[src/rtl/pwm_if.sv]
// Register-file to PWM-peripheral bundle: enable/duty registers in, pins and period marker out.
// No handshake: inputs are quasi-static clk-domain levels, outputs are registered levels/pulses.
interface pwm_if;
    logic [7:0]  en_reg_out_7_0;
    logic [7:0]  en_reg_out_15_8;
    logic [7:0]  en_reg_pwm_7_0;
    logic [7:0]  en_reg_pwm_15_8;
    logic [7:0]  pwm_duty_cycle;
    logic [15:0] out;
    logic        period_start;

    modport master (
        output en_reg_out_7_0, en_reg_out_15_8, en_reg_pwm_7_0, en_reg_pwm_15_8, pwm_duty_cycle,
        input  out, period_start
    );

    modport slave (
        input  en_reg_out_7_0, en_reg_out_15_8, en_reg_pwm_7_0, en_reg_pwm_15_8, pwm_duty_cycle,
        output out, period_start
    );
endinterface

[src/rtl/pwm_peripheral.sv]
// 16-output PWM peripheral: prescaler, free-running 256-step period counter, period-shadowed
// duty value and a registered per-pin off/high/PWM mux.
module pwm_peripheral #(
    parameter int PRESCALE = 13
) (
    input  logic  clk,
    input  logic  rst_n,
    pwm_if.slave  bus
);
    localparam int PW = (PRESCALE > 1) ? $clog2(PRESCALE) : 1;

    logic [PW-1:0] prescale_q, prescale_d;
    logic [7:0]    cnt_q, cnt_d;
    logic [7:0]    duty_q, duty_d;
    logic [15:0]   out_q, out_d;
    logic          period_start_q, period_start_d;

    logic          tick;
    logic          wrap;
    logic          pwm_sig;
    logic [15:0]   en_out;
    logic [15:0]   en_pwm;

    assign en_out = {bus.en_reg_out_15_8, bus.en_reg_out_7_0};
    assign en_pwm = {bus.en_reg_pwm_15_8, bus.en_reg_pwm_7_0};

    always_comb begin
        tick           = (prescale_q == PW'(PRESCALE - 1));
        wrap           = tick && (cnt_q == 8'hFF);
        prescale_d     = tick ? '0 : prescale_q + 1'b1;
        cnt_d          = tick ? cnt_q + 8'd1 : cnt_q;
        // Duty is only sampled on the wrap so a period never mixes two duty values.
        duty_d         = wrap ? bus.pwm_duty_cycle : duty_q;
        period_start_d = wrap;
        // 0xFF is forced high so full duty has no low step at counter 255.
        pwm_sig        = (duty_q == 8'hFF) || (cnt_q < duty_q);
        out_d          = en_out & (~en_pwm | {16{pwm_sig}});
    end

    always_ff @(posedge clk or negedge rst_n) begin
        if (!rst_n) begin
            prescale_q     <= '0;
            cnt_q          <= '0;
            duty_q         <= '0;
            out_q          <= '0;
            period_start_q <= 1'b0;
        end else begin
            prescale_q     <= prescale_d;
            cnt_q          <= cnt_d;
            duty_q         <= duty_d;
            out_q          <= out_d;
            period_start_q <= period_start_d;
        end
    end

    assign bus.out          = out_q;
    assign bus.period_start = period_start_q;
endmodule

[src/flat_wrapper.sv]
// flat-port wrapper written by rule: the top's interface ports become plain ports
module pwm_peripheral_flat 
#(
    parameter int PRESCALE = 13
)
  (clk, rst_n, bus_en_reg_out_7_0, bus_en_reg_out_15_8, bus_en_reg_pwm_7_0, bus_en_reg_pwm_15_8, bus_pwm_duty_cycle, bus_out, bus_period_start);
  pwm_if bus_i ();
  input  logic clk;
  input  logic rst_n;
  input wire logic [$bits(bus_i.en_reg_out_7_0)-1:0] bus_en_reg_out_7_0;
  input wire logic [$bits(bus_i.en_reg_out_15_8)-1:0] bus_en_reg_out_15_8;
  input wire logic [$bits(bus_i.en_reg_pwm_7_0)-1:0] bus_en_reg_pwm_7_0;
  input wire logic [$bits(bus_i.en_reg_pwm_15_8)-1:0] bus_en_reg_pwm_15_8;
  input wire logic [$bits(bus_i.pwm_duty_cycle)-1:0] bus_pwm_duty_cycle;
  output wire logic [$bits(bus_i.out)-1:0] bus_out;
  output wire logic [$bits(bus_i.period_start)-1:0] bus_period_start;
  assign bus_i.en_reg_out_7_0 = bus_en_reg_out_7_0;
  assign bus_i.en_reg_out_15_8 = bus_en_reg_out_15_8;
  assign bus_i.en_reg_pwm_7_0 = bus_en_reg_pwm_7_0;
  assign bus_i.en_reg_pwm_15_8 = bus_en_reg_pwm_15_8;
  assign bus_i.pwm_duty_cycle = bus_pwm_duty_cycle;
  assign bus_out = bus_i.out;
  assign bus_period_start = bus_i.period_start;
  pwm_peripheral #(.PRESCALE(PRESCALE)) u_core (.clk(clk), .rst_n(rst_n), .bus(bus_i));
endmodule
[config.mk]
export PLATFORM = sky130hd
export DESIGN_NAME = pwm_peripheral_flat
export DESIGN_NICKNAME = d
export VERILOG_FILES = /design/src/rtl/pwm_if.sv /design/src/rtl/pwm_peripheral.sv /design/src/flat_wrapper.sv
export SDC_FILE = /design/constraint.sdc
export NUM_CORES = 1
export LEC_CHECK = 0
export BUFFER_PORTS_ARGS = -buffer_cell sky130_fd_sc_hd__buf_4
export CAP_MARGIN = 20
export CELL_PAD_IN_SITES_DETAIL_PLACEMENT = 1
export CELL_PAD_IN_SITES_GLOBAL_PLACEMENT = 2
export CORE_MARGIN = 1.5
export CORE_UTILIZATION = 31
export DETAILED_ROUTE_END_ITERATION = 10
export GPL_TIMING_DRIVEN = 0
export PLACE_DENSITY_LB_ADDON = 0.1
export SLEW_MARGIN = 0
export SYNTH_ARGS = -nofsm -noshare
export SYNTH_HDL_FRONTEND = slang
export SYNTH_SLANG_ARGS = --single-unit
[constraint.sdc]
create_clock -name clk -period 2 [get_ports clk]
set_input_delay 0 -clock clk [delete_from_list [all_inputs] [get_ports clk]]
set_output_delay 0 -clock clk [all_outputs]
set_load 0.005 [all_outputs]
==> flow_metrics.tcl, run 1 <==
set metrics [dict create \
    drc 0 \
    die_area_mm2 0.00573 \
    syn-num-nets 173 \
    antenna_found_initial 0 \
    cts_tree "yes" \
    clockPowerShare 0.399 \
    cts_buffers 5 \
    port_buffers 58 \
    max_cap_viol_count 0 \
    sw_frac_of_total 0.199 \
    required_ps 2160 \
    power_density_mw_per_mm2 613 \
    switchingPower_w 0.000330 \
    postSynthCellCount 121 \
    final_cells 299 \
    slowest_delay_ps 470 \
    finalHoldViolCount 0 \
    syn_area_mm2 0.00164 \
    timing.final.ws_setup_ps 118 \
    dp_slack_ps -63.3 \
    cts.path.max_buffers 2 \
    die_h_um 75.7 \
    timing.fmax_mhz 531 \
    cp_top_family "flip-flops" \
    totalWireLength_um 4230 \
    num_vias 1334 \
    post-place-cells 249 \
    drt_iter0_markers 25 \
    setup_viol 0 \
    ys_seq_area_frac 0.565 \
    ant_nets 0 \
    clk_latency_ps 280 \
    grt_max_degree 38 \
    coreArea_mm2 0.00511 \
    hp-class "in -> async" \
    crit_chain "ha_1 > and4_1 > o21ai_0 > o32ai_2 > buf_4 > buf_6 > a21boi_0" \
    grt_pass1_vias 1471 \
    period_needed_ps 1880 \
    layout.nets 280 \
    initial_core_util 0.321 \
    grt_pass1_wl_um 6630 \
    worst_pin_slew_ps 477 \
    root_buffer "clkbuf_8" \
    path_clk_slew_ps 80 \
    globalplace.congestion 0.750 \
    vias_per_cell 4.46 \
    grt.total_usage 0.157 \
    power_w 0.00165 \
    die_x_um 75.7 \
    peakVddDrop_mv 0.322 \
    critPathBufInv 2 \
    run_status "complete, no violations" \
    dp_hpwl_um 2840 \
    synth_warnings 0 \
    boundaryPins 59 \
    avgRoutedWirePerCell_um 14.1 \
    core.rowCount 26 \
    synth.avg_cell_area_um2 13.5 \
    area.growth.synth_to_final_pct 64.6 \
    cts.sinks 37 \
    overflow 0 \
    cp_max_fo 10 \
    period_share 0.941 \
    drive_gt1_frac 0.367 \
    crit_type "reg -> reg" \
    endpoint_kind "flop" \
    comb_power_share 0.126 \
    synth-seq-cells 37 \
    p_leak_nw 1.27 \
    firstDrtPassIters 4 \
    cp-start-kind "flop" \
    cp_slowest_cell "dfrtp_1" \
    rsz0062_at_grt "no" \
    cts_max_level 2 \
    diodes 0 \
    clock_skew_ps 9.46 \
    slew_headroom 0.682 \
    cp.arrival_ps 2040 \
    slew_viol_final 0 \
    seqPwrFrac 0.475 \
    fillers 537 \
    intPower_w 0.00132 \
    setup_tns_ps 0 \
    synthDistinctLibCells 25 \
]
-- cells in the mapped netlist --
| cell type | n | area, µm² |
|---|---|---|
| dfrtp_1 | 37 | 926 |
| a21boi_0 | 16 | 120 |
| ha_1 | 10 | 125 |
| inv_1 | 10 | 37.5 |
| mux2_2 | 9 | 101 |
| xnor2_1 | 7 | 61.3 |
| nand4_1 | 6 | 37.5 |
| nor2_1 | 4 | 15.0 |
| a21oi_1 | 2 | 10.0 |
| and3_1 | 2 | 12.5 |
| buf_6 | 2 | 22.5 |
| nand2_1 | 2 | 7.51 |
| o21ai_0 | 2 | 10.0 |
| a2111oi_4 | 1 | 27.5 |
| a21o_1 | 1 | 7.51 |
| a41o_1 | 1 | 10.0 |
| and3_4 | 1 | 11.3 |
| and4_1 | 1 | 8.76 |
| and4_2 | 1 | 10.0 |
| nand2b_4 | 1 | 13.8 |
| nand4_4 | 1 | 21.3 |
| o21a_1 | 1 | 7.51 |
| o32ai_2 | 1 | 16.3 |
| o41ai_1 | 1 | 8.76 |
| xor2_1 | 1 | 8.76 |
-- what timing repair did --
| action | 4_1_cts | 5_1_grt |
|---|---|---|
| gates resized for setup | 0 | 2 |
| setup endpoints to repair | 14 | 2 |
| cloned | 0 | 0 |
| setup buffers | 1 | 0 |
| hold buffers | 41 | 0 |
| endpoints found under the hold margin | 61 | 0 |
| pin swaps | 1 | 0 |
-- worst paths after layout --
kind / cells past startpoint / endpoint / slack, ps / start
setup / recovery: 7 / u_core.bus.out[5] / 120 / u_core.cnt_q[6]
hold / removal: 2 / u_core.cnt_q[1] / 210 / rst_n
setup reg to reg: 7 / u_core.bus.out[5] / 120 / u_core.cnt_q[6]
hold reg to reg: 1 / u_core.prescale_q[3] / 470 / u_core.prescale_q[3]
max in group asynchronous: 2 / u_core.cnt_q[7] / 1430 / rst_n
min in group clk: 3 / u_core.bus.out[11] / 440 / bus_en_reg_pwm_15_8[3]
-- layout make-up --
cell class | instances | area (µm²) | share of cell area
plain buffers | 2 | 22.5 | 0.00835
clock buffers | 7 | 86.3 | 0.0320
clock inverters | 1 | 30.0 | 0.0111
inverters | 10 | 37.5 | 0.0139
multi-input cells | 72 | 652 | 0.242
flip-flops and latches | 37 | 927 | 0.344
well taps | 70 | 87.6 | 0.0325
repair buffers | 100 | 853 | 0.316
-- stage by stage --
| stage | utilization | hold WS (ps) | instance area, µm² |
|---|---|---|---|
| after global placement | 0.423 | -14.5 | 2160 |
| after global routing | 0.528 | 248 | 2700 |
| after CTS | 0.528 | 237 | 2700 |
| after detailed placement | 0.423 | 0.529 | 2160 |
| final | 0.528 | 213 | 2700 |
| after floorplan | - | -296 | 1640 |
-- registers in the layout, summed over array words and instances, names as in the netlist --
register and cells:
u_core.duty_q 8, u_core.cnt_q 8, u_core.bus.out 16, u_core.bus.period_start 1
u_core.prescale_q 4
-- cells in the final DEF, fill, tap and decap left out, types with 2 or more instances in the layout --
cell type / count
nand2_1: 2
clkbuf_8: 6
buf_4: 59
a21boi_0: 15
buf_6: 2
o21ai_0: 2
a21oi_1: 2
dlygate4sd3_1: 41
nand4_1: 6
and3_1: 2
dfrtp_1: 36
mux2_2: 9
nor2_1: 4
inv_1: 10
ha_1: 10
xnor2_1: 7
-- layer usage --
layer  track usage  up-vias  share of wire
li1              -      640              -
met3        0.0450        5          0.050
met5             0        -              0
met2         0.291       40           0.55
met1         0.173      649           0.39
met4        0.0476        0          0.010
-- power by group through the flow --
stage | registers, W | clock network (W) | logic (W)
after floorplan | 0.000799 | 0 | 0.0000328
after global placement | 0.000799 | 0 | 0.000138
after detailed placement | 0.000800 | 0 | 0.000144
after CTS | 0.000785 | 0.000687 | 0.000208
after global routing | 0.000788 | 0.000710 | 0.000228
final | 0.000785 | 0.000660 | 0.000208
-- kinds of logic after synthesis --
family | after synthesis | synth area share
AO/OA/AOI/OAI | 26 | 0.133
XOR/XNOR | 8 | 0.0428
adder cells (fa/ha/maj) | 10 | 0.0764
buffers and inverters | 12 | 0.0367
flip-flops | 37 | 0.565
multiplexers | 9 | 0.0619
AND/OR/NAND/NOR | 19 | 0.0840
No activity file was read; power rests on OpenSTA's default activity.
==> inputs of run 2 (changes only) <==
--- a/config.mk
+++ b/config.mk
@@ -7,13 +7,12 @@
 export LEC_CHECK = 0
 export BUFFER_PORTS_ARGS = -buffer_cell sky130_fd_sc_hd__buf_4
 export CAP_MARGIN = 20
-export CELL_PAD_IN_SITES_DETAIL_PLACEMENT = 1
-export CELL_PAD_IN_SITES_GLOBAL_PLACEMENT = 2
 export CORE_MARGIN = 1.5
-export CORE_UTILIZATION = 31
+export CORE_UTILIZATION = 35
+export CTS_CLUSTER_SIZE = 8
 export DETAILED_ROUTE_END_ITERATION = 10
 export GPL_TIMING_DRIVEN = 0
-export PLACE_DENSITY_LB_ADDON = 0.1
+export MAX_ROUTING_LAYER = met4
 export SLEW_MARGIN = 0
 export SYNTH_ARGS = -nofsm -noshare
 export SYNTH_HDL_FRONTEND = slang
==> flow_metrics.tcl, run 2 (synthesis gave the netlist of run 1 again) <==
set metrics [dict create \
    final_common_cell "buf_4" \
    drc 0 \
    cts.path.max_buffers 2 \
    initial_core_util 0.371 \
    totalWireLength_um 4130 \
    firstDrtPassIters 4 \
    grt_pass1_wl_um 6920 \
    period_needed_ps 1920 \
    grt_max_degree 38 \
    core.rowCount 24 \
    slew_viol_final 0 \
    dr_wl_met2_um 2090 \
    worst_pin_slew_ps 472 \
    cts_buffers 5 \
    area.growth.synth_to_final_pct 63.2 \
    setup_viol 0 \
    largest_reg_flops 16 \
    layout.nets 280 \
    critPathBufInv 2 \
    avgRoutedWirePerCell_um 14.7 \
    globalplace.congestion 0.795 \
    crit_chain "ha_1 > a41o_1 > a21oi_1 > o32ai_2 > buf_4 > buf_6 > a21boi_0" \
    crit_type "reg -> reg" \
    port_buffers 58 \
    max_cap_viol_count 0 \
    cts.sinks 37 \
    slew_headroom 0.685 \
    num_vias 1369 \
    period_share 0.960 \
    clk_latency_ps 290 \
    finalHoldViolCount 0 \
    antenna_found_initial 0 \
    final_cell_mix "buf_4 (59), dlygate4sd3_1 (41), dfrtp_1 (37)" \
    dr_wl_met3_um 221 \
    timing.fmax_mhz 521 \
    top_layer "met4" \
    slowest_delay_ps 460 \
    p_leak_nw 1.27 \
    power_w 0.00166 \
    die_x_um 71.4 \
    diodes 0 \
    cp-start-kind "flop" \
    die_h_um 71.4 \
    cp.arrival_ps 2110 \
    required_ps 2190 \
    overflow 0 \
    seqCellArea_um2 926 \
    startpoint "u_core.cnt_q[7]" \
    path_clk_slew_ps 70 \
    finalInstanceArea_mm2 0.00267 \
    endpoint_kind "flop" \
    grt_pass1_vias 1519 \
    r2r_start "u_core.cnt_q[7]" \
    hp-class "in -> async" \
    vias_per_cell 4.87 \
    peakVddDrop_mv 0.395 \
    fillers 339 \
    drive_gt1_frac 0.362 \
    m1WireLength_um 1710 \
    multi_input_area_um2 652 \
    clock_skew_ps 8.24 \
    cts_tree "yes" \
    dpl_cell_area_mm2 0.00214 \
    root_buffer "clkbuf_8" \
    cts_max_level 2 \
    power_density_mw_per_mm2 622 \
    cp_top_family "compound AO/OA/AOI/OAI gates" \
    grt.total_usage 0.184 \
    die_area_mm2 0.00510 \
    run_status "complete, no violations" \
    boundaryPins 59 \
    coreArea_mm2 0.00441 \
    cp_slowest_cell "dfrtp_1" \
    ant_nets 0 \
    cp_max_fo 10 \
    dp_hpwl_um 2550 \
    rsz0062_at_grt "yes" \
    drt_iter0_markers 45 \
]
==> run 2: cell types whose count changed in the layout (fill, tap and decap cells not counted) <==
cell,delta
dfrtp_2,-1
dfrtp_1,+1
==> run 2: final timing paths <==
kind / cells after the start / slack [ps] / to
max: 7 / 80 / u_core.bus.out[13]
min reg2reg: 1 / 490 / u_core.prescale_q[3]
max reg2reg: 7 / 80 / u_core.bus.out[13]
min: 2 / 220 / u_core.duty_q[0]
min in group clk: 3 / 440 / u_core.bus.out[7]
max in group asynchronous: 2 / 1450 / u_core.cnt_q[3]
==> run 2: area by class of cell <==
type                       count  share of cell area
sequential                    37               0.346
timing repair buffer         100               0.319
clock buffer                   7              0.0323
multi-input combinational     72               0.244
clock inverter                 1              0.0112
tap                           52              0.0243
buffer                         2             0.00843
inverter                      10              0.0140
==> run 2: repair_timing <==
| action | in CTS | in global routing |
|---|---|---|
| setup endpoints to repair | 10 | 3 |
| buffers inserted | 1 | 0 |
| pin swaps | 1 | 0 |
| gates resized for setup | 0 | 1 |
| hold endpoints to repair | 61 | 0 |
| hold buffers | 41 | 0 |
==> run 2: through the flow <==
step,TNS [ps],hold slack (ps),instances,util,worst slack [ps]
finish,0,218,281,0.605,80.4
global route,-25.0,259,281,0.605,-12.5
CTS,0,222,281,0.605,132
detailed placement,-381,-10.4,231,0.484,-47.8
global placement,0,-22.3,231,0.484,4.12
floorplan,0,-296,121,-,259
==> run 2: routing by layer <==
metal,track usage,vias up
li1,-,640
met2,0.312,61
met4,0.0671,0
met1,0.210,656
met5,-,-
met3,0.0464,12
==> run 2: where the power goes <==
part	internal, W	total, W	switching, W
combinational	0.000144	0.000210	0.0000657
sequential	0.000773	0.000786	0.0000129
clock	0.000407	0.000667	0.000260
==> run 2: worst register-to-register path: cells and delay by family, from the launching register on <==
family	cells	cell delay (ps)
DFF	1	460
AOI/OAI and AO/OA	4	720
adders and majority gates	1	340
buffers and inverters	2	310
